$ cat config.mk
export PLATFORM = sky130hd
export DESIGN_NAME = sys_ctrl
export DESIGN_NICKNAME = d
export VERILOG_FILES = /design/src/rtl/sys_ctrl.sv
export SDC_FILE = /design/constraint.sdc
export NUM_CORES = 1
export LEC_CHECK = 0
export CAP_MARGIN = 20
export CORE_UTILIZATION = 40
export DETAILED_ROUTE_END_ITERATION = 8
export DONT_BUFFER_PORTS = 1
export HOLD_SLACK_MARGIN = 0.08
export PLACE_DENSITY = 0.65
export SKIP_CTS_REPAIR_TIMING = 1
export SKIP_LAST_GASP = 1
export SLEW_MARGIN = 10
export SYNTH_ARGS = -nofsm -noshare
export SYNTH_HDL_FRONTEND = slang
export SYNTH_SLANG_ARGS = --single-unit
$ cat constraint.sdc
create_clock -name i_clk -period 6.7 [get_ports i_clk]
set_input_delay 1.34 -clock i_clk [delete_from_list [all_inputs] [get_ports i_clk]]
set_output_delay 1.34 -clock i_clk [all_outputs]
set_load 0.02 [all_outputs]
$ cat src/rtl/sys_ctrl.sv
// System control: reset stretcher/sequencer, per-channel tick dividers,
// one-shot wait timer and a free-running cycle counter.
module sys_ctrl #(
    parameter int unsigned N_CH       = 4,
    parameter int unsigned DIV_W      = 16,
    parameter int unsigned RST_CYCLES = 8,
    parameter int unsigned CNT_W      = 32
) (
    input  logic                  i_clk,
    input  logic                  i_rst_n,
    input  logic                  i_sw_rst,
    output logic                  o_rst_sync_n,
    input  logic [N_CH*DIV_W-1:0] i_div,
    input  logic [N_CH-1:0]       i_ch_en,
    output logic [N_CH-1:0]       o_tick,
    input  logic                  i_wait_start,
    input  logic [31:0]           i_wait_n,
    output logic                  o_wait_busy,
    output logic                  o_wait_done,
    output logic [CNT_W-1:0]      o_cyc_cnt
);

    localparam int unsigned C_W = $clog2(RST_CYCLES) + 1;

    typedef enum logic {ST_ASSERT, ST_RUN} state_t;

    state_t             r_state;
    logic [1:0]         r_sync;
    logic [C_W-1:0]     r_c;
    logic               r_rst_sync_n;
    logic [DIV_W-1:0]   r_t [N_CH];
    logic [N_CH-1:0]    r_tick;
    logic [31:0]        r_rem;
    logic               r_busy;
    logic               r_done;
    logic [CNT_W-1:0]   r_cnt;
    logic               w_srst_n;
    logic               w_active;
    logic [DIV_W-1:0]   w_dm1 [N_CH];

    assign w_srst_n     = r_sync[1];
    // A SwRst edge drops the downstream reset, so everything it gates clears on that same edge.
    assign w_active     = r_rst_sync_n & ~i_sw_rst;
    assign o_rst_sync_n = r_rst_sync_n;
    assign o_tick       = r_tick;
    assign o_wait_busy  = r_busy;
    assign o_wait_done  = r_done;
    assign o_cyc_cnt    = r_cnt;

    always_ff @(posedge i_clk or negedge i_rst_n) begin
        if (!i_rst_n) begin
            r_sync <= 2'b00;
        end else begin
            r_sync <= {r_sync[0], 1'b1};
        end
    end

    // Reset sequencer: stretch RST_CYCLES clocks after the synchronized release or a SwRst.
    always_ff @(posedge i_clk or negedge i_rst_n) begin
        if (!i_rst_n) begin
            r_state      <= ST_ASSERT;
            r_c          <= '0;
            r_rst_sync_n <= 1'b0;
        end else begin
            case (r_state)
                ST_ASSERT: begin
                    r_rst_sync_n <= 1'b0;
                    if (i_sw_rst) begin
                        r_c <= '0;
                    end else if (w_srst_n) begin
                        if (r_c == C_W'(RST_CYCLES - 1)) begin
                            r_state      <= ST_RUN;
                            r_rst_sync_n <= 1'b1;
                            r_c          <= '0;
                        end else begin
                            r_c <= r_c + C_W'(1);
                        end
                    end
                end
                ST_RUN: begin
                    if (i_sw_rst) begin
                        r_state      <= ST_ASSERT;
                        r_c          <= '0;
                        r_rst_sync_n <= 1'b0;
                    end
                end
            endcase
        end
    end

    // Terminal count per channel is max(Div,1)-1.
    always_comb begin
        for (int i = 0; i < int'(N_CH); i++) begin
            w_dm1[i] = i_div[i*DIV_W +: DIV_W];
            if (w_dm1[i] != '0) begin
                w_dm1[i] = w_dm1[i] - DIV_W'(1);
            end
        end
    end

    always_ff @(posedge i_clk or negedge i_rst_n) begin
        if (!i_rst_n) begin
            for (int i = 0; i < int'(N_CH); i++) begin
                r_t[i] <= '0;
            end
            r_tick <= '0;
        end else begin
            for (int i = 0; i < int'(N_CH); i++) begin
                if (w_active && i_ch_en[i]) begin
                    if (r_t[i] >= w_dm1[i]) begin
                        r_t[i]    <= '0;
                        r_tick[i] <= 1'b1;
                    end else begin
                        r_t[i]    <= r_t[i] + DIV_W'(1);
                        r_tick[i] <= 1'b0;
                    end
                end else begin
                    r_t[i]    <= '0;
                    r_tick[i] <= 1'b0;
                end
            end
        end
    end

    // One-shot timer; a start while busy reloads the count.
    always_ff @(posedge i_clk or negedge i_rst_n) begin
        if (!i_rst_n) begin
            r_rem  <= '0;
            r_busy <= 1'b0;
            r_done <= 1'b0;
        end else if (!w_active) begin
            r_rem  <= '0;
            r_busy <= 1'b0;
            r_done <= 1'b0;
        end else if (i_wait_start) begin
            r_rem  <= i_wait_n;
            r_busy <= 1'b1;
            r_done <= 1'b0;
        end else if (r_busy) begin
            if (r_rem == '0) begin
                r_done <= 1'b1;
                r_busy <= 1'b0;
            end else begin
                r_rem  <= r_rem - 32'd1;
                r_done <= 1'b0;
            end
        end else begin
            r_done <= 1'b0;
        end
    end

    always_ff @(posedge i_clk or negedge i_rst_n) begin
        if (!i_rst_n) begin
            r_cnt <= '0;
        end else if (!w_active) begin
            r_cnt <= '0;
        end else begin
            r_cnt <= r_cnt + CNT_W'(1);
        end
    end

endmodule

==> impl_metrics.py, run 1 <==
metrics = {
    "run_status": {
        "status": "completed",
    },
    "layout": {
        "drive_gt1_frac": 0.0526,
        "finalNetCount": 1250,
        "num-fill-cells": 2236,
        "syn2layout_area_growth_pct": 9.63,
        "fin_cells": 1404,
    },
    "die": {
        "start_util": 0.407,
        "fp-row-count": 56,
        "fp.dieH_um": 156,
        "die-area_sq_um": 24500,
        "design.core.area_sq_um": 23500,
        "die_x_um": 156,
        "ios": 143,
    },
    "synth": {
        "synth_edf_count": 0,
        "synth_nets": 1259,
        "ys.flop_type": "dfrtp_1",
        "syn_area_per_cell_sq_um": 8.84,
        "ys_seq_area_frac": 0.372,
        "synth_area_sq_um": 9550,
        "async_reset_ff_frac": 1.00,
        "yosys_warnings": 0,
        "synth_cells": 1080,
        "synth_seq_cells": 142,
        "synth_cell_type_count": 55,
    },
    "drt": {
        "dr_total_vias": 7645,
        "routed-wl-met2_um": 9640,
        "drc": 0,
        "viasPerCell": 5.45,
        "route.antenna.remaining_nets": 0,
        "first_iter_violations": 458,
        "drtPass1Iterations": 4,
        "finalWirelength_um": 20900,
        "routedWlPerCell_um": 14.9,
        "highest_layer": "met5",
        "met1_length_um": 9780,
        "wl_met3_um": 1330,
    },
    "sta": {
        "drv_slew": 0,
        "worstMarginPinSlew_ns": 0.951,
        "period_needed_ns": 4.98,
        "setup-violations-final": 0,
        "hold_viol": 0,
        "period_share": 0.743,
        "fin_setup_tns_ns": 0,
        "relSlewSlack": 0.363,
        "fmax_mhz": 201,
        "rsz0062_at_grt": "no",
        "skew_ns": 0.0108,
    },
    "worst_setup_path": {
        "startpoint_type": "input pin",
        "required_ns": 7.03,
        "path_class": "in2reg",
        "worst_setup_path_end_kind": "register",
        "cp.arrival_ns": 5.31,
        "critPathMaxFanout": 16,
    },
    "worst_hold_path": {
        "worst_hold_path_type": "reg2reg",
    },
    "clock_network": {
        "cts_max_level": 4,
        "cts_tree": "yes",
        "clk_pin_slew_ns": 0.07,
        "clk_latency_ns": 0.42,
        "cts.path.max_buffers": 2,
        "clockRootBuffer": "clkbuf_16",
        "cts_sinks": 142,
        "cts_made_buffers": 17,
    },
    "power_and_ir_drop": {
        "power_mw": 1.97,
        "irDropWorstVdd_mv": 0.109,
        "leakage_nw": 4.54,
        "power_density_nw_per_um2": 188,
    },
    "grt": {
        "grt_pass1_vias": 7311,
        "grt_remaining_overflow": 0,
        "grt_max_degree": 143,
        "grt_pass1_wl_um": 34500,
        "antenna_found_initial": 2,
        "grt_use_total": 0.175,
    },
    "placed_design": {
        "portBuffers": 0,
        "routabilityCongestion": 0.835,
        "hpwl_um": 14900,
        "placed_cells": 1370,
    },
    "job": {
        "maxCapViolCount": 0,
    },
}
metal layers:
layer | vias to the layer above | GRT usage
li1 | 3851 | -
met1 | 3592 | 0.221
met2 | 189 | 0.291
met3 | 11 | 0.0534
met4 | 2 | 0.0415
met5 | - | 0
sequential cells by signal, indices dropped and copies added, names as in the netlist:
signal and cells:
r_c 4, o_tick 4, o_wait_busy 1, o_cyc_cnt 32
r_t 64, r_rem 32, r_sync 2, o_wait_done 1
o_rst_sync_n 1, r_state 1
metrics by stage:
| stage | utilization | setup slack (ns) | hold slack [ns] | instance area (sq um) |
|---|---|---|---|---|
| after global placement | 0.418 | 1.52 | 0.334 | 9810 |
| after global routing | 0.446 | 1.40 | 0.371 | 10500 |
| after floorplan | - | 1.77 | 0.331 | 9550 |
| after CTS | 0.445 | 1.75 | 0.353 | 10400 |
| after detailed placement | 0.418 | 1.32 | 0.337 | 9810 |
| final | 0.446 | 1.72 | 0.350 | 10500 |
cell families after synthesis:
group | after synthesis | share of synthesized area
other | 1 | 0.000393
muxes | 5 | 0.00524
buffers and inverters | 66 | 0.0303
and+or+nand+nor | 487 | 0.250
DFF | 142 | 0.372
xor gates and xnor gates | 133 | 0.122
adders and majority gates | 75 | 0.0983
AOI/OAI and AO/OA | 171 | 0.121
final cells by class:
cell class                 instances  area, sq um  area share
inverter                          34          128      0.0122
sequential                       142         3550       0.340
timing repair buffer               4         37.5     0.00359
clock inverter                    12          184      0.0176
antenna                            2         5.00    0.000478
tap                              319          399      0.0381
clock buffer                      19          453      0.0433
multi-input combinational        872         5710       0.545
path summary, 6_finish.rpt:
| path | slack, ns | cells after the start | to | start |
|---|---|---|---|---|
| max | 1.72 | 13 | r_t[37]$_DFF_PN0_ | i_div[16] |
| min | 0.35 | 0 | r_sync[1]$_DFF_PN0_ | r_sync[0]$_DFF_PN0_ |
| max reg2reg | 3.49 | 6 | r_rem[15]$_DFFE_PN0P_ | r_rem[12]$_DFFE_PN0P_ |
| min reg2reg | 0.35 | 0 | r_sync[1]$_DFF_PN0_ | r_sync[0]$_DFF_PN0_ |
| max in group asynchronous | 5.91 | 0 | r_rem[13]$_DFFE_PN0P_ | i_rst_n |
| min in group asynchronous | 0.61 | 0 | r_t[49]$_DFF_PN0_ | i_rst_n |
synth_stat cells, types with 10 or more instances:
library cell / number / share of area
nand3_1: 52 / 0.027
o311ai_0: 12 / 0.011
nand2_1: 68 / 0.027
or4_1: 10 / 0.0079
o22ai_1: 10 / 0.0066
a21oi_1: 52 / 0.027
dfrtp_1: 142 / 0.37
nor4_1: 29 / 0.019
ha_1: 75 / 0.098
nor3_1: 51 / 0.027
and3_1: 12 / 0.0079
inv_1: 34 / 0.013
a21o_1: 29 / 0.023
o21ai_0: 20 / 0.010
clkbuf_1: 23 / 0.0090
nand4_1: 30 / 0.020
or3_1: 25 / 0.016
nor2_1: 171 / 0.067
xor2_1: 64 / 0.059
xnor2_1: 69 / 0.063
cell usage in the layout, fill, tap and decap left out, types with 6 or more instances in the layout:
cell type / n
clkbuf_16: 17
xor2_1: 64
o22ai_1: 10
nand4_1: 30
or4_1: 10
a211o_1: 8
a21o_1: 29
o211ai_1: 9
nor3_1: 51
nand2b_1: 6
xnor2_1: 69
a21oi_1: 52
or3_1: 25
nand2_1: 68
dfrtp_1: 142
nand3_1: 52
ha_1: 75
o21ai_2: 7
nor4_1: 29
and2_1: 6
inv_1: 34
and3_1: 12
nor2_1: 170
o21ai_0: 20
o311ai_0: 12
worst max-delay path, cell delays in order:
cell	delay, ns
inv_1	0.09
ha_1	0.19
or3b_2	0.48
nor4_1	0.57
nand3_1	0.47
xnor2_1	0.28
ha_1	0.25
nand2b_1	0.15
a21o_1	0.17
a211o_1	0.28
a221o_1	0.37
a211o_1	0.47
nor2_1	0.19
report_power, final:
part,internal [mW],switching (mW)
clock,0.645,0.378
combinational,0.0427,0.0399
sequential,0.859,0.00124
Note: power is estimated with default switching activity, not from simulation.
==> run 2: changes to the inputs <==
==> constraint.sdc (replaced) <==
create_clock -name i_clk -period 4.95 [get_ports i_clk]
set_input_delay 0.99 -clock i_clk [delete_from_list [all_inputs] [get_ports i_clk]]
set_output_delay 0.99 -clock i_clk [all_outputs]
set_load 0.02 [all_outputs]
==> run 2 against run 1 <==
  * Worst setup slack got worse by 1.1 ns
  * Highest routed layer unchanged
  * Die area unchanged
  * Sequential power grew 35%
  * Hold slack got worse by 0.090 ns
  * Clock power increased by 35%
  * Register-to-register slack got worse by 1.7 ns
  * Count of clock-buffer cells in the layout rose by 1
==> impl_metrics.py, run 2 (synthesized netlist as in run 1, its figures left out) <==
metrics = {
    "placed_design": {
        "portBuffers": 0,
        "routabilityCongestion": 0.837,
        "hpwl_um": 14800,
        "post-place-ws_ns": 0.236,
    },
    "sta": {
        "worstMarginPinSlew_ns": 0.945,
        "fin_setup_tns_ns": 0,
        "hold_viol": 0,
        "skew_ns": 0.0103,
        "drv_slew": 0,
        "setup-violations-final": 0,
        "rsz0062_at_grt": "no",
        "fin_ws_ns": 0.663,
        "relSlewSlack": 0.368,
        "fmax_mhz": 233,
        "period_share": 0.866,
        "period_needed_ns": 4.29,
    },
    "worst_setup_path": {
        "path_class": "in2reg",
        "cp.arrival_ns": 4.62,
        "cp_cell_sequence": "inv_1, ha_1, or3b_2, nor4_1, nand3_1, xnor2_1, ha_1, nand2b_1, a21o_1, a211o_1, a221o_1, a211o_1, nor2_1",
        "rrSetupSlack_ns": 1.81,
        "reg2reg_depth": 6,
        "slowest_delay_ns": 0.48,
        "startpoint_type": "input pin",
        "required_ns": 5.28,
        "cp_slowest_cell": "or3b_2",
        "r2r_end": "r_rem[9]$_DFFE_PN0P_",
        "startpoint": "i_div[16]",
        "critPathTopFamily": "simple AND/OR/NAND/NOR gates",
        "worst_setup_path_end_kind": "register",
        "r2r_start": "r_rem[12]$_DFFE_PN0P_",
        "crit_buf_inv": 1,
        "critPathMaxFanout": 16,
    },
    "job": {
        "maxCapViolCount": 0,
    },
    "drt": {
        "viasPerCell": 5.41,
        "drc": 0,
        "dr_total_vias": 7611,
        "drtPass1Iterations": 6,
        "routedWlPerCell_um": 14.7,
        "first_iter_violations": 444,
        "route.antenna.remaining_nets": 0,
        "finalWirelength_um": 20600,
    },
    "layout": {
        "fin_util": 0.447,
        "mostFrequentLayoutCell": "nor2_1",
        "layout_common_cells": "170 x nor2_1, 142 x dfrtp_1, 75 x ha_1",
        "drive_gt1_frac": 0.0552,
        "regMostFlops": "r_t",
        "finalNetCount": 1253,
        "largest_reg_flops": 64,
        "syn2layout_area_growth_pct": 9.88,
    },
    "die": {
        "ios": 143,
        "die_x_um": 156,
        "fp.dieH_um": 156,
        "die-area_sq_um": 24500,
        "start_util": 0.407,
        "design.core.area_sq_um": 23500,
        "fp-row-count": 56,
    },
    "power_and_ir_drop": {
        "power_density_nw_per_um2": 253,
        "leakage_nw": 4.56,
        "irDropWorstVdd_mv": 0.169,
    },
    "clock_network": {
        "cts_sinks": 142,
        "clk_pin_slew_ns": 0.07,
        "cts_tree": "yes",
        "cts.path.max_buffers": 2,
        "cts_made_buffers": 17,
        "clk_latency_ns": 0.42,
        "clockRootBuffer": "clkbuf_16",
        "cts_max_level": 4,
    },
    "worst_hold_path": {
        "worst_hold_path_type": "in2async",
    },
    "grt": {
        "grt_use_total": 0.177,
        "antenna_found_initial": 2,
        "grt_remaining_overflow": 0,
        "grt_pass1_vias": 7505,
        "grt_pass1_wl_um": 34800,
        "grt_max_degree": 143,
    },
    "run_status": {
        "status": "completed",
    },
}
## run 2: cell types whose count changed in the layout (fill, tap and decap cells not counted), sizes merged
cell / change
clkinv: +1
buf: +3
clkbuf: +1
inv: -1
diode: -1
## run 2: metrics by stage
step           cells  hold slack, ns  area [sq um]  total power, mW
3_5_place_dp    1373           0.348          9830             1.30
3_3_place_gp    1373           0.333          9830             1.30
2_1_floorplan   1080           0.331          9550             1.29
5_1_grt         1406           0.231         10500             2.76
6_report        1407           0.260         10500             2.66
4_1_cts         1405           0.235         10500             2.70
## run 2: area by class of cell
type | count | area, sq um
Tap cell | 319 | 399
Multi-Input combinational cell | 872 | 5710
Timing Repair Buffer | 7 | 60.1
Inverter | 34 | 128
Clock inverter | 12 | 184
Fill cell | 2258 | 13000
Antenna cell | 1 | 2.50
Sequential cell | 142 | 3550
Clock buffer | 20 | 457
## run 2: report_power, final
part           internal, mW  switching (mW)
clock                 0.875           0.505
combinational        0.0575          0.0538
sequential             1.16         0.00168
## run 2: worst max-delay path by stage
stage	endpoint	slack, ns	cells after the start
global placement	r_t[46]$_DFF_PN0_	0.32	13
finish	r_t[47]$_DFF_PN0_	0.66	13
detailed placement	r_t[47]$_DFF_PN0_	0.24	13
global route	r_t[47]$_DFF_PN0_	0.34	13
floorplan	r_t[39]$_DFF_PN0_	0.37	15
CTS	r_t[47]$_DFF_PN0_	0.66	13
## run 2: worst register-to-register path, delay by kind of cell, from the launching register on
family / cells / cell delay (ns)
flops: 1 / 0.43
simple gates: 3 / 1.10
compound gates: 3 / 1.43
## run 2: routing by layer
layer / wire (um) / global-route usage / vias up
met3: 1310 / 0.0485 / 29
li1: - / - / 3861
met5: 13 / 0 / -
met1: 9700 / 0.224 / 3554
met2: 9150 / 0.284 / 165
met4: 452 / 0.0686 / 2
==> run 3: changes to the inputs <==
--- a/config.mk
+++ b/config.mk
@@ -5,15 +5,17 @@
 export SDC_FILE = /design/constraint.sdc
 export NUM_CORES = 1
 export LEC_CHECK = 0
-export CAP_MARGIN = 20
+export CAP_MARGIN = 10
 export CORE_UTILIZATION = 40
 export DETAILED_ROUTE_END_ITERATION = 8
 export DONT_BUFFER_PORTS = 1
 export HOLD_SLACK_MARGIN = 0.08
 export PLACE_DENSITY = 0.65
+export REMOVE_ABC_BUFFERS = 1
 export SKIP_CTS_REPAIR_TIMING = 1
 export SKIP_LAST_GASP = 1
 export SLEW_MARGIN = 10
 export SYNTH_ARGS = -nofsm -noshare
 export SYNTH_HDL_FRONTEND = slang
 export SYNTH_SLANG_ARGS = --single-unit
+export TNS_END_PERCENT = 1
==> run 3 against run 2 <==
  * Clock power about the same
  * Non-clock buffer count is the same
  * Largest power group unchanged
  * Clock skew increased by 0.0027 ns
  * Register-to-register slack is essentially flat
  * Sequential share of layout area rose by 0.081 points
  * Maximum frequency is 2.0% lower
  * Die area unchanged
  * Routed wire length increased by 1.0%
  * Sequential power about the same
  * Worst setup slack worse by 0.087 ns
  * Via count is 0.26% lower
==> impl_metrics.py, run 3 (synthesized netlist as in run 1, its figures left out) <==
metrics = {
    "run_status": {
        "status": "completed",
    },
    "drt": {
        "route.antenna.remaining_nets": 0,
        "drc": 0,
        "routedWlPerCell_um": 14.8,
        "dr_total_vias": 7591,
        "viasPerCell": 5.40,
        "finalWirelength_um": 20800,
        "drtPass1Iterations": 4,
        "first_iter_violations": 403,
    },
    "worst_setup_path": {
        "required_ns": 5.29,
        "critPathMaxFanout": 16,
        "cp_cell_sequence": "inv_1, ha_1, or3b_2, nor4_1, nand3_1, xnor2_1, ha_1, nand2b_1, a21o_1, a211o_1, a221o_1, a211o_1, nor2_1",
        "worst_setup_path_end_kind": "register",
        "cp.arrival_ns": 4.71,
        "slowest_delay_ns": 0.49,
        "critPathTopFamily": "simple AND/OR/NAND/NOR gates",
        "reg2reg_depth": 6,
        "crit_buf_inv": 1,
        "startpoint_type": "input pin",
        "path_depth": 13,
        "cp_slowest_cell": "or3b_2",
        "path_class": "in2reg",
    },
    "placed_design": {
        "routabilityCongestion": 0.799,
        "hpwl_um": 15100,
        "post-place-ws_ns": 0.194,
        "portBuffers": 0,
    },
    "grt": {
        "grt_pass1_vias": 7246,
        "grt_max_degree": 143,
        "grt_pass1_wl_um": 34600,
        "grt_remaining_overflow": 0,
        "grt_use_total": 0.176,
        "antenna_found_initial": 0,
    },
    "sta": {
        "rsz0062_at_grt": "no",
        "fin_setup_tns_ns": 0,
        "skew_ns": 0.0129,
        "period_share": 0.884,
        "setup-violations-final": 0,
        "hold_viol": 0,
        "holdWs_ns": 0.252,
        "relSlewSlack": 0.212,
        "fin_ws_ns": 0.576,
        "worstMarginPinSlew_ns": 1.18,
        "period_needed_ns": 4.37,
        "drv_slew": 0,
        "fmax_mhz": 229,
    },
    "die": {
        "die-area_sq_um": 24500,
        "design.core.area_sq_um": 23500,
        "start_util": 0.407,
        "fp-row-count": 56,
        "die_x_um": 156,
        "ios": 143,
        "fp.dieH_um": 156,
    },
    "layout": {
        "largest_reg_flops": 64,
        "syn2layout_area_growth_pct": 9.62,
        "layout_common_cells": "170 x nor2_1, 142 x dfrtp_1, 75 x ha_1",
        "mostFrequentLayoutCell": "nor2_1",
        "finalNetCount": 1253,
        "regMostFlops": "r_t",
        "drive_gt1_frac": 0.0544,
    },
    "power_and_ir_drop": {
        "irDropWorstVdd_mv": 0.197,
        "leakage_nw": 4.55,
        "power_density_nw_per_um2": 252,
    },
    "clock_network": {
        "cts_made_buffers": 17,
        "cts_sinks": 142,
        "clk_latency_ns": 0.43,
        "clk_pin_slew_ns": 0.07,
        "cts_max_level": 4,
        "cts_tree": "yes",
        "clockRootBuffer": "clkbuf_16",
        "cts.path.max_buffers": 2,
    },
    "job": {
        "maxCapViolCount": 0,
    },
    "worst_hold_path": {
        "worst_hold_path_type": "in2async",
    },
}
## run 3: changes by cell type in the layout (fill, tap and decap cells not counted), sizes merged
| cell | before | now |
|---|---|---|
| clkinvlp | 2 | 1 |
| inv | 35 | 34 |
## run 3: area by class of cell
type | count | area, sq um
Fill cell | 2281 | 13000
Multi-Input combinational cell | 872 | 5710
Sequential cell | 142 | 3550
Clock buffer | 20 | 457
Tap cell | 319 | 399
Clock inverter | 10 | 164
Inverter | 34 | 128
Timing Repair Buffer | 7 | 52.6
Antenna cell | 1 | 2.50
## run 3: stage by stage
| stage | utilization | std cells | total power [mW] | instance area [sq um] |
|---|---|---|---|---|
| after floorplan | - | 1048 | 1.28 | 9380 |
| after global placement | 0.419 | 1374 | 1.30 | 9840 |
| after detailed placement | 0.419 | 1374 | 1.30 | 9840 |
| after CTS | 0.446 | 1404 | 2.68 | 10500 |
| after global routing | 0.446 | 1404 | 2.74 | 10500 |
| final | 0.446 | 1405 | 2.64 | 10500 |
## run 3: power breakdown
part	total, mW	internal [mW]	switching [mW]
clock	1.36	0.865	0.494
sequential	1.17	1.16	0.00174
combinational	0.112	0.0579	0.0544
total	2.64	2.09	0.550
## run 3: worst paths after layout
kind | slack (ns) | to | start
max | 0.58 | r_t[43]$_DFF_PN0_ | i_div[16]
min in group i_clk | 0.36 | r_sync[1]$_DFF_PN0_ | r_sync[0]$_DFF_PN0_
min | 0.25 | r_rem[14]$_DFFE_PN0P_ | i_rst_n
max in group asynchronous | 4.49 | r_t[11]$_DFF_PN0_ | i_rst_n
min reg2reg | 0.36 | r_sync[1]$_DFF_PN0_ | r_sync[0]$_DFF_PN0_
max reg2reg | 1.80 | r_rem[9]$_DFFE_PN0P_ | r_rem[12]$_DFFE_PN0P_
## run 3: metal layers
metal / share of wire / global-route usage
met1: 0.46 / 0.222
met3: 0.061 / 0.0570
met2: 0.46 / 0.283
met4: 0.019 / 0.0565
met5: 0 / 0
## run 3: worst register-to-register path, stage by stage (launching register included)
cell	delay, ns
dfrtp_1	0.44
or4_4	0.54
nor3_1	0.27
nand4_1	0.28
o31a_1	0.46
o21ai_4	0.76
o21ai_0	0.24
==> variant 1, RTL diff (settings of run 2) <==
`RST_CYCLES`: 8 -> 4.
--- a/src/rtl/sys_ctrl.sv
+++ b/src/rtl/sys_ctrl.sv
@@ -4,5 +4,5 @@
     parameter int unsigned N_CH       = 4,
     parameter int unsigned DIV_W      = 16,
-    parameter int unsigned RST_CYCLES = 8,
+    parameter int unsigned RST_CYCLES = 4,
     parameter int unsigned CNT_W      = 32
 ) (
Check against the original RTL: not equivalent (a bounded check fails within 10 cycles, from zero or initial values and one cycle with i_rst_n low).
==> variant 1 against run 2 <==
Wire length down 0.89%; total power down 5.7%; first-iteration DRC count down 25%; synthesized area down 0.71%; cell area down 1.3%; sequential cell count down 1; die area down 0.70%; setup slack better by 170 ps; largest power group unchanged.
==> variant 1: results (changes against run 2) <==
Total GRT Usage: 17.4% (was 17.7%)
Port Buffer Count: 0 (unchanged)
Post-Route Skew: 11.5 ps (was 10.3 ps)
Max Buffers Root-to-Sink: 2 (unchanged)
clock root buffer: clkbuf_16 (unchanged)
Placement Setup Slack: 393 ps (was 236 ps)
worst reg-to-reg setup slack: 1580 ps (was 1810 ps)
DR WL met2: 9.54 mm (was 9.15 mm)
WL met1: 9.60 mm (was 9.70 mm)
family with the most delay on the worst path: simple AND/OR/NAND/NOR gates (unchanged)
WL met3: 1.11 mm (was 1.31 mm)
CP Max Fanout: 16 (unchanged)
YS warnings: 0 (unchanged)
top cells by area, synth: dfrtp_1, ha_1, xor2_1, nor2_1, xnor2_1 (was dfrtp_1, ha_1, nor2_1, xnor2_1, xor2_1)
Worst path max stage delay: 550 ps (was 480 ps)
VDD IR-drop max: 0.202 mV (was 0.169 mV)
H-tree Lvls: 4 (unchanged)
sw frac: 24.9% (was 21.1%)
LEAKAGE: 4.54 nW (was 4.56 nW)
asr flop ratio synth: 100% (unchanged)
worst rel slew slack: 31.4% (was 36.8%)
post-synthesis sequential area ratio: 37.2% (about the same)
clk sinks: 141 (was 142)
max reg flops: 64 (unchanged)
largest net degree at the start of global routing: 142 (was 143)
Top FF cell, synth: dfrtp_1 (unchanged)
crit path max-delay cell type: or4_1 (was or3b_2)
commonest cells in the synthesized netlist: nor2_1, dfrtp_1, xor2_1 (was nor2_1, dfrtp_1, ha_1)
first-iteration detailed-routing DRC count: 332 (was 444)
Placer Congestion: 0.803 (was 0.837)
drt pass-1 iters: 5 (was 6)
outcome: finished clean (unchanged)
Worst-Skew Late Latency: 420 ps (about the same)
crit path DAT: 4450 ps (was 4620 ps)
top layer reached by signal wires: met5 (unchanged)
filler cell count: 2240 (was 2258)
dpl hpwl: 14.7 mm (was 14.8 mm)
fraction of layout cells with a size suffix above 1: 5.68% (was 5.52%)
via count: 7526 (was 7611)
clock slew seen by the registers of the worst setup and hold paths: 70 ps (about the same)
HP Class: input port to async pin (unchanged)
# diodes: 0 (was 1)
first-pass GRT wire length: 34.8 mm (about the same)
per-cell routed wire length: 14.7 um (about the same)
max-cap viol count: 0 (unchanged)
worst r2r path cells: 8 (was 6)
CTS buffer count: 17 (unchanged)
Netlist cell types: 54 (was 55)
Largest Register: r_t (unchanged)
layout net count: 1239 (was 1253)
initial antenna violation count: 1 (was 2)
variant 1: cell types whose count changed in the layout (fill, tap and decap cells not counted), moves of 6 or more:
| cell | delta |
|---|---|
| inv_1 | -9 |
| o22ai_1 | -7 |
| o22ai_2 | +6 |
| xnor2_1 | -20 |
| xor2_1 | +28 |
| nor3_1 | -13 |
| nor4_1 | +6 |
| or3_1 | -15 |
variant 1: kinds of logic (layout without fill, tap and decap cells):
group / count (synthesis) / in the layout / share of synthesized area, %
simple gates: 495 / 495 / 26.0
compound gates: 153 / 153 / 11.0
xor+xnor: 141 / 141 / 13.0
flops: 141 / 141 / 37.2
fa+ha+maj: 75 / 75 / 9.90
buf+inv: 54 / 63 / 2.34
mux: 4 / 4 / 0.436
other cells: 1 / 1 / 0.0396
variant 1: final timing paths:
check | endpoint | from
worst max-delay path | r_t[50] | i_div[9]
worst min-delay path | r_rem[4] | i_rst_n
worst max register to register | r_rem[16] | r_rem[0]
worst min register to register | r_sync[1] | r_sync[0]
max in group asynchronous | r_t[44] | i_rst_n
min in group i_clk | r_sync[1] | r_sync[0]
variant 1: layout make-up:
class                   instances  area [um^2]  area share [%]
inverters                      26         97.6           0.943
well taps                     313          392            3.78
clock buffers                  17          425            4.11
repair buffers                  5         35.0           0.338
clock inverters                15          143            1.38
flip-flops and latches        141         3530            34.1
multi-input cells             869         5730            55.4
variant 1: per-layer routing:
| layer | vias up | track usage [%] |
|---|---|---|
| met5 | - | 0 |
| met4 | 2 | 5.00 |
| met3 | 17 | 4.33 |
| met2 | 160 | 29.0 |
| met1 | 3538 | 22.4 |
| li1 | 3809 | - |
variant 1: per-stage QoR:
stage / area, um^2 / total power [mW] / hold slack (ps) / std cells
6_report: 10400 / 2.50 / 264 / 1386
5_1_grt: 10400 / 2.61 / 232 / 1386
4_1_cts: 10300 / 2.54 / 243 / 1385
3_5_place_dp: 9780 / 1.30 / 345 / 1353
3_3_place_gp: 9780 / 1.30 / 334 / 1353
2_1_floorplan: 9480 / 1.28 / 331 / 1064
variant 1: power by group through the flow:
stage          Clock, mW  Combinational (mW)  Sequential (mW)
2_1_floorplan          0               0.105             1.18
3_3_place_gp           0               0.117             1.18
3_5_place_dp           0               0.121             1.18
4_1_cts             1.27               0.121             1.16
5_1_grt             1.32               0.140             1.16
6_report            1.23               0.120             1.16
variant 1: worst reg2reg max path, delay by kind of cell, from the launching register on:
family / cells / cell delay (ps)
fa+ha+maj: 1 / 190
flops: 1 / 420
simple gates: 4 / 1580
buf+inv: 1 / 70
compound gates: 2 / 950
==> variant 2, RTL diff (settings of run 2) <==
Made on the original files. Register the input `i_div` before use, cleared by the reset. The logic sees it one clock later. The other inputs are not delayed to match.
--- a/src/rtl/sys_ctrl.sv
+++ b/src/rtl/sys_ctrl.sv
@@ -24,4 +24,14 @@
 
     typedef enum logic {ST_ASSERT, ST_RUN} state_t;
+
+    logic [N_CH*DIV_W-1:0] i_div_q;
+
+    always_ff @(posedge i_clk or negedge i_rst_n) begin
+        if (!i_rst_n) begin
+            i_div_q <= '0;
+        end else begin
+            i_div_q <= i_div;
+        end
+    end
 
     state_t             r_state;
@@ -92,5 +102,5 @@
     always_comb begin
         for (int i = 0; i < int'(N_CH); i++) begin
-            w_dm1[i] = i_div[i*DIV_W +: DIV_W];
+            w_dm1[i] = i_div_q[i*DIV_W +: DIV_W];
             if (w_dm1[i] != '0) begin
                 w_dm1[i] = w_dm1[i] - DIV_W'(1);
Function: same outputs for any inputs over 10 cycles, from zero or initial values and one cycle with i_rst_n low; that may be too few to reach the edited logic, so the function may still have changed.
==> variant 2 against run 2 <==
Clock power grew 40%; synthesized area up 17%; critical path depth is the same; wire length up 14%; setup slack better by 510 ps; total power is 42% higher; synthesized cell count up 5.6%; cell area is 19% higher; sequential cell count up 64.
==> variant 2: results (changes against run 2) <==
dpl hpwl: 16.6 mm (was 14.8 mm)
Vias/cell: 5.23 (was 5.41)
first-iteration detailed-routing DRC count: 348 (was 444)
Total GRT Usage: 17.1% (was 17.7%)
HP Class: input port to async pin (unchanged)
fraction of layout cells with a size suffix above 1: 5.45% (was 5.52%)
initial antenna violation count: 12 (was 2)
worst r2r path cells: 13 (was 6)
CP startpoint kind: flop (was input port)
filler cell count: 2568 (was 2258)
R2R Path End: r_t[13] (was r_rem[9])
post-synthesis mux area share: 0.281% (was 0.524%)
LEAKAGE: 5.20 nW (was 4.56 nW)
post-synthesis compound-gate area fraction: 8.73% (was 12.1%)
Placer Congestion: 0.814 (was 0.837)
CP endpoint kind: flop (unchanged)
largest net degree at the start of global routing: 207 (was 143)
VDD IR-drop max: 0.249 mV (was 0.169 mV)
YS warnings: 0 (unchanged)
largest registers: i_div_q: 64 flops, r_t: 64 flops
Top FF cell, synth: dfrtp_1 (unchanged)
Final Max Slew Viols: 0 (unchanged)
Worst-Skew Late Latency: 520 ps (was 420 ps)
RR Startpoint: i_div_q[54] (was r_rem[12])
outcome: finished clean (unchanged)
syn_nets: 1319 (was 1259)
worst rel slew slack: 40.8% (was 36.8%)
clock root buffer: clkbuf_16 (unchanged)
first-pass GRT wire length: 39.9 mm (was 34.8 mm)
Adder-Cell Fraction of Synth Area: 8.42% (was 9.83%)
clock slew seen by the registers of the worst setup and hold paths: 60 ps
post-synth top area share: 46.2% (was 37.2%)
XOR/XNOR Fraction of Synth Area: 12.6% (was 12.2%)
commonest cells in the synthesized netlist: dfrtp_1, nor2_1, nor3_1 (was nor2_1, dfrtp_1, ha_1)
drt pass-1 iters: 4 (was 6)
asr flop ratio synth: 100% (unchanged)
CP Max Fanout: 17 (was 16)
CTS buffer count: 24 (was 17)
top cells by area, synth: dfrtp_1, ha_1, xnor2_1, xor2_1, nor2_1 (was dfrtp_1, ha_1, nor2_1, xnor2_1, xor2_1)
Total Wirelength: 23.4 mm (was 20.6 mm)
crit path DAT: 4200 ps (was 4620 ps)
vias in the first global route: 7994 (was 7505)
Max Buffers Root-to-Sink: 3 (was 2)
H-tree Lvls: 1 (was 4)
Port Buffer Count: 0 (unchanged)
Netlist cell types: 56 (was 55)
worst reg-to-reg setup slack: 1170 ps (was 1810 ps)
WHS: 173 ps (was 260 ps)
post-synthesis sequential area ratio: 46.2% (was 37.2%)
Post-Route Skew: 10.4 ps (was 10.3 ps)
variant 2: changes by cell type after synthesis, sizes merged, moves of 13 or more:
cell | before | now
dfrtp | 142 | 206
nor2 | 171 | 118
nor3 | 52 | 85
or3 | 26 | 5
xor2 | 64 | 80
nand2 | 68 | 81
variant 2: worst max-delay path, stage by stage (launching register included):
cell and delay [ps]:
dfrtp_1 420, or4_1 580, nor3_1 380, nand3_1 330
nand3_1 250, nor4_1 90, xnor2_1 140, ha_1 310
a21o_1 190, a21o_1 170, a21oi_1 150, o21ai_0 90
a31o_2 350, nor3_1 230
variant 2: cells by family (layout without fill, tap and decap cells):
kind of cell             Yosys count  in the layout
flip-flops                       206            206
AND/OR/NAND/NOR                  480            480
AO/OA/AOI/OAI                    158            158
adder cells (fa/ha/maj)           75             75
multiplexers                       3              3
buffers and inverters             57             73
XOR/XNOR                         160            160
other                              1             10
variant 2: metrics by stage:
stage	instances	instance area [um^2]	worst slack [ps]
floorplan	1140	11200	1300
global placement	1486	11500	1400
detailed placement	1486	11500	1210
CTS	1528	12400	1190
global route	1535	12400	815
finish	1537	12400	1170
variant 2: final cells by class:
cell class              instances  share of cell area (%)
multi-input cells             877                    46.6
flip-flops and latches        206                    41.4
clock buffers                  30                    5.58
well taps                     372                    3.74
clock inverters                12                    1.42
inverters                      28                   0.845
repair buffers                  3                   0.181
diodes                          9                   0.181
variant 2: metal layers:
layer	track usage [%]	share of wire [%]	routed length [um]
met5	0	0.18	43
met4	4.66	1.8	420
met3	4.98	6.6	1540
met2	26.8	46	10700
met1	22.9	46	10700
variant 2: report_power, final:
part / switching, mW / total, mW / internal (mW)
logic: 0.0529 / 0.100 / 0.0474
registers: 0.0300 / 1.74 / 1.71
clock network: 0.722 / 1.93 / 1.20
